**config.mk**
```make
export PLATFORM = sky130hd
export DESIGN_NAME = program_sequencer
export DESIGN_NICKNAME = d
export VERILOG_FILES = /design/src/rtl/seq_pkg.sv /design/src/rtl/prog_mem.sv /design/src/rtl/program_sequencer.sv
export SDC_FILE = /design/constraint.sdc
export NUM_CORES = 1
export LEC_CHECK = 0
export BUFFER_PORTS_ARGS = -buffer_cell sky130_fd_sc_hd__buf_4
export CORE_UTILIZATION = 56
export CTS_CLUSTER_SIZE = 14
export DETAILED_ROUTE_END_ITERATION = 16
export GPL_ROUTABILITY_DRIVEN = 0
export PLACE_DENSITY = 0.74
export SYNTH_ARGS = -nofsm -noshare
export SYNTH_HDL_FRONTEND = slang
export SYNTH_HIERARCHICAL = 1
export SYNTH_SLANG_ARGS = --single-unit
```
**constraint.sdc**
```tcl
create_clock -name clk -period 5.1 [get_ports clk]
set_input_delay 0 -clock clk [delete_from_list [all_inputs] [get_ports clk]]
set_output_delay 0 -clock clk [all_outputs]
set_load 0.05 [all_outputs]
```
**src/rtl/seq_pkg.sv**
```systemverilog
// rtl/seq_pkg.sv - shared types and constants for program_sequencer; SEQ_SINGLE_STEP_EN adds the PAUSE state
package seq_pkg;
  localparam int DEF_DW    = 10;
  localparam int DEF_DEPTH = 16;

  localparam logic [1:0] OP_REG  = 2'b00;
  localparam logic [1:0] OP_ADDI = 2'b10;
  localparam logic [1:0] OP_SUBI = 2'b11;
  localparam logic [3:0] LD_FUNC = 4'b0000;

`ifdef SEQ_SINGLE_STEP_EN
  typedef enum logic [1:0] {S_IDLE, S_RUN, S_DONE, S_PAUSE} seq_state_t;
`else
  typedef enum logic [1:0] {S_IDLE, S_RUN, S_DONE} seq_state_t;
`endif

  // ld is the only instruction that pulls an operand word after its opcode
  function automatic logic is_ld(input logic [DEF_DW-1:0] w);
    return (w[9:8] == OP_REG) && (w[3:0] == LD_FUNC);
  endfunction
endpackage

```
**src/rtl/prog_mem.sv**
```systemverilog
// rtl/prog_mem.sv - DEPTH x DW program store, synchronous write, asynchronous read
module prog_mem #(
  parameter int DW    = 10,
  parameter int DEPTH = 16,
  parameter int AW    = 4
) (
  input  logic          clk,
  input  logic          we,
  input  logic [AW-1:0] waddr,
  input  logic [DW-1:0] wdata,
  input  logic [AW-1:0] raddr,
  output logic [DW-1:0] rdata
);
  logic [DW-1:0] mem [DEPTH];

  always_ff @(posedge clk) begin
    if (we) mem[waddr] <= wdata;
  end

  assign rdata = mem[raddr];
endmodule

```
**src/rtl/program_sequencer.sv**
```systemverilog
// rtl/program_sequencer.sv - feeds stored program words to the processor data input, one per ext strobe
// Optional single-step PAUSE state compiled in with SEQ_SINGLE_STEP_EN.
import seq_pkg::*;

module program_sequencer #(
  parameter int DW    = DEF_DW,
  parameter int DEPTH = DEF_DEPTH,
  parameter int AW    = $clog2(DEPTH)
) (
  input  logic          clk,
  input  logic          rst,
  input  logic          prog_we,
  input  logic [AW-1:0] prog_addr,
  input  logic [DW-1:0] prog_wdata,
  input  logic [AW:0]   prog_len,
  input  logic          start,
  input  logic          step,
  input  logic          ext,
  input  logic          clr,
  output logic [DW-1:0] data,
  output logic          proc_run,
  output logic [AW-1:0] pc,
  output logic          busy,
  output logic          done
);
  localparam int          AW1     = AW + 1;
  localparam logic [AW:0] DEPTH_W = AW1'(DEPTH);
  localparam logic [AW-1:0] PC_MAX = AW'(DEPTH - 1);

  seq_state_t    state, state_nx;
  logic [AW-1:0] pc_r;
  logic [AW:0]   len_r;
  logic [AW:0]   cnt_r;
  logic [AW:0]   cnt_inc;
  logic [AW:0]   start_len;
  logic          run_st;
  logic          can_start;
  logic          last;
  logic [DW-1:0] rdata;

  assign run_st    = (state == S_RUN);
  assign can_start = (state == S_IDLE) || (state == S_DONE);
  assign start_len = (prog_len > DEPTH_W) ? DEPTH_W : prog_len;
  // word on this same edge counts before the stop test; saturate so stray ext never wraps the count
  assign cnt_inc   = (ext && (cnt_r != '1)) ? cnt_r + 1'b1 : cnt_r;
  assign last      = (cnt_inc >= len_r);

`ifdef SEQ_SINGLE_STEP_EN
  assign busy = run_st || (state == S_PAUSE);
`else
  logic unused_step;
  assign unused_step = step;
  assign busy = run_st;
`endif

  always_comb begin
    state_nx = state;
    case (state)
      S_IDLE, S_DONE: begin
        if (start) begin
`ifdef SEQ_SINGLE_STEP_EN
          state_nx = (start_len == '0) ? S_DONE : S_PAUSE;
`else
          state_nx = (start_len == '0) ? S_DONE : S_RUN;
`endif
        end
      end
      S_RUN: begin
        if (clr) begin
`ifdef SEQ_SINGLE_STEP_EN
          state_nx = last ? S_DONE : S_PAUSE;
`else
          state_nx = last ? S_DONE : S_RUN;
`endif
        end
      end
`ifdef SEQ_SINGLE_STEP_EN
      S_PAUSE: begin
        if (step) state_nx = S_RUN;
      end
`endif
      default: state_nx = S_IDLE;
    endcase
  end

  always_ff @(posedge clk) begin
    if (rst) begin
      state <= S_IDLE;
      pc_r  <= '0;
      len_r <= '0;
      cnt_r <= '0;
    end else begin
      state <= state_nx;
      if (can_start && start) begin
        pc_r  <= '0;
        len_r <= start_len;
        cnt_r <= '0;
      end else if (run_st && ext) begin
        pc_r  <= (pc_r == PC_MAX) ? '0 : pc_r + 1'b1;
        cnt_r <= cnt_inc;
      end
    end
  end

  prog_mem #(.DW(DW), .DEPTH(DEPTH), .AW(AW)) u_mem (
    .clk   (clk),
    .we    (prog_we && !busy),
    .waddr (prog_addr),
    .wdata (prog_wdata),
    .raddr (pc_r),
    .rdata (rdata)
  );

  assign data     = busy ? rdata : '0;
  assign proc_run = run_st;
  assign done     = (state == S_DONE);
  assign pc       = pc_r;
endmodule

```
==> impl_results.md <==
* Run status: complete, no violations
* Die height at 115 um
* Yosys Warn Count at 6
* Htree depth at 4
* Hold depth at 4
* Combinational share of power at 8.0%
* CP Capture Type: register
* CTS root buf: clkbuf_16
* Wire per inst at 21.2 um
* CP max stage delay at 0.57 ns
* FP Rows at 40
* Layout Skew at 0.00550 ns
* P_int at 2.36 mW
* Synth top area cells: edfxtp_1, mux4_2, dfxtp_1
* Worst Max-Slew Pin Slew at 1.23 ns
* TNS Setup at 0 ns
* Initial core utilization at 58.5%
* Die area at 13,200 um2
* Ys flop type: edfxtp_1
* Largest net degree at the start of global routing at 46
* Critical-path maximum fanout at 8
* Routed Antenna Nets at 0
* Largest area contributor in the netlist: edfxtp_1
* Most frequent cell on the critical path: ha_1
* Area of the mapped netlist at 7140 um2
* RSZ-0062 raised after global routing: false
* Vias per cell at 5.88
* Worst setup SP type: register
* WP data required at 5.47 ns
* Part of the power in registers at 53.1%
* Via count at 3,777
* EDFF count, synth at 160
* Tot GR Track Use at 22.9%
* Initial antenna violation count at 0
* Switching pwr at 681 uW
* Area share of the largest cell type after synthesis at 67.3%
* Reg area at 5130 um2
* Reg2reg path depth at 11
* Number of port buffers at 41
* First-pass DRT Iterations at 5
* CTS resizes at 0
* DRT iter0 DRCs at 362
* VDD IR max at 277 uV
* Vias in the first global route at 3,775
* Multi-input logic area at 1890 um2
* Commonest cells in the netlist: edfxtp_1, nand2_1, mux4_2
* Final period util at 68.7%
* Fmax at 0.285 GHz
* Die W at 115 um
* Max Cap Viol at 0
* WL final at 13,600 um
* Reg clk slew, reported paths at 0.06 ns
* Post-synthesis sequential area ratio at 71.7%
* #FFs+latches synth at 176
* Nets at 495
* Max clock buf depth at 2
* Post-route minimum period at 3.51 ns
* First-pass GRT wire length at 21,000 um
* Post-DP HPWL at 8470 um
* PwrDens at 364 nW/um2
* Synthesized Nets at 427
* Slowest CP cell: dlygate4sd3_1
* Post-synthesis async set-or-reset flop share at 0%
* Yosys cell types at 42
* Power share of the clock group at 38.9%
* CTS tree: done
* CTS Sinks at 176
* Final Hold Violating Endpoints at 0
* Num ports at 43
* Max-slew violations at 0
* Worst skew pair latency at 0.43 ns
* GR Overflow Total at 0
* Area delta synth->final at 16.9%
* Fillcell total at 807
* Crit-path cells: ha_1, and3_1, ha_1, nor2b_1, mux2_1, ha_1, nand2_1, o21ai_0, a31oi_1, o311ai_1, dlygate4sd3_1
* Sw Ratio at 22.4%
* Post CTS Setup Buffer Count at 0
* Max-slew headroom at 17.4%
* # DRC at 0
* Worst hold path type: in -> reg
* Static Leakage at 2.80 nW
* Most common cell in the netlist: edfxtp_1
* Syn Area/Cell at 18.2 um2
* Crit path kind: reg -> reg
* Final setup vio count at 0
* Core Region at 12,200 um2
* Hold-fix buffer count after cts at 21
* Post-synthesis cell count at 393
* Layout cells sized above 1 at 22.6%
* Crit path DAT at 3.87 ns
* Antenna diode count at 0
* Num CTS Buffers at 17
* Hold slack at 0.0911 ns
==> final cells by class <==
| cell class | instances | share of cell area (%) |
|---|---|---|
| inverter | 5 | 0.225 |
| timing repair buffer | 68 | 6.74 |
| clock buffer | 17 | 5.09 |
| sequential | 176 | 61.4 |
| tap | 168 | 2.52 |
| multi-input combinational | 193 | 22.6 |
| clock inverter | 15 | 1.44 |
==> cell families (layout without fill, tap and decap cells) <==
logic type | count (synthesis) | after routing | share of synthesized area, %
muxes | 42 | 42 | 13.6
buffers and inverters | 24 | 105 | 1.86
and+or+nand+nor | 97 | 97 | 6.69
xor gates and xnor gates | 7 | 7 | 0.858
AOI/OAI and AO/OA | 39 | 39 | 3.89
DFF | 176 | 176 | 71.7
adders and majority gates | 8 | 8 | 1.40
==> critical path: cells and delay by family (launching register included) <==
family | cells | cell delay, ns
adders and majority gates | 3 | 0.71
AOI/OAI and AO/OA | 3 | 0.70
and+or+nand+nor | 3 | 0.69
buffers and inverters | 1 | 0.57
muxes | 1 | 0.41
DFF | 1 | 0.36
==> layout by cell type (no fill, tap or decap), types with 2 or more instances in the layout <==
cell type / instances
clkinv_4: 3
dfxtp_2: 2
and3_1: 2
inv_6: 2
nand2b_1: 3
mux4_1: 12
nand2_1: 31
nor3_1: 6
a21oi_1: 8
and2_1: 11
clkbuf_16: 17
clkinvlp_4: 2
mux4_2: 28
nand3_1: 4
nor2b_1: 6
inv_1: 5
xor2_1: 4
edfxtp_1: 160
xnor2_1: 3
dlygate4sd3_1: 21
dfxtp_1: 14
and2b_1: 2
clkinv_1: 3
nor2_1: 22
nand3b_1: 6
o21ai_0: 2
ha_1: 8
a22oi_1: 20
clkinv_2: 4
buf_4: 47
==> through the flow <==
| stage | std cells | setup WS, ns | utilization, % | area, um2 | total power, mW |
|---|---|---|---|---|---|
| 3_3_place_gp | 589 | 2.28 | 62.2 | 7590 | 1.87 |
| 6_report | 642 | 1.59 | 68.4 | 8350 | 3.04 |
| 3_5_place_dp | 589 | 2.19 | 62.2 | 7590 | 1.88 |
| 2_1_floorplan | 393 | 2.63 | - | 7140 | 1.80 |
| 4_1_cts | 642 | 1.60 | 68.4 | 8350 | 3.06 |
| 5_1_grt | 642 | 1.30 | 68.4 | 8350 | 3.14 |
==> power by group through the flow <==
stage                     Clock [mW]  Combinational [mW]  Sequential, mW
after floorplan                    0               0.160            1.64
after global placement             0               0.223            1.65
after detailed placement           0               0.231            1.65
after CTS                       1.20               0.245            1.62
after global routing            1.25               0.263            1.62
final                           1.18               0.244            1.62
==> final timing paths <==
kind	from	endpoint	slack, ns
worst max-delay path	cnt_r[0]	state[1]	1.59
worst min-delay path	prog_len[3]	state[0]	0.09
worst max register to register	cnt_r[0]	state[1]	1.59
worst min register to register	len_r[1]	len_r[1]	0.46
==> flip-flops by register name, indices dropped and copies added, names as in the netlist <==
name       count
u_mem/mem    160
state          2
pc             4
cnt_r          5
len_r          5
==> routing by layer <==
| metal | global-route usage, % | vias to the layer above | part of all wire [%] |
|---|---|---|---|
| met5 | 0 | - | 0 |
| met4 | 7.97 | 0 | 1.8 |
| met3 | 5.43 | 18 | 6.0 |
| met2 | 35.2 | 128 | 47 |
| met1 | 32.6 | 1915 | 45 |
| li1 | - | 1716 | - |
(Power assumes the default switching activity.)
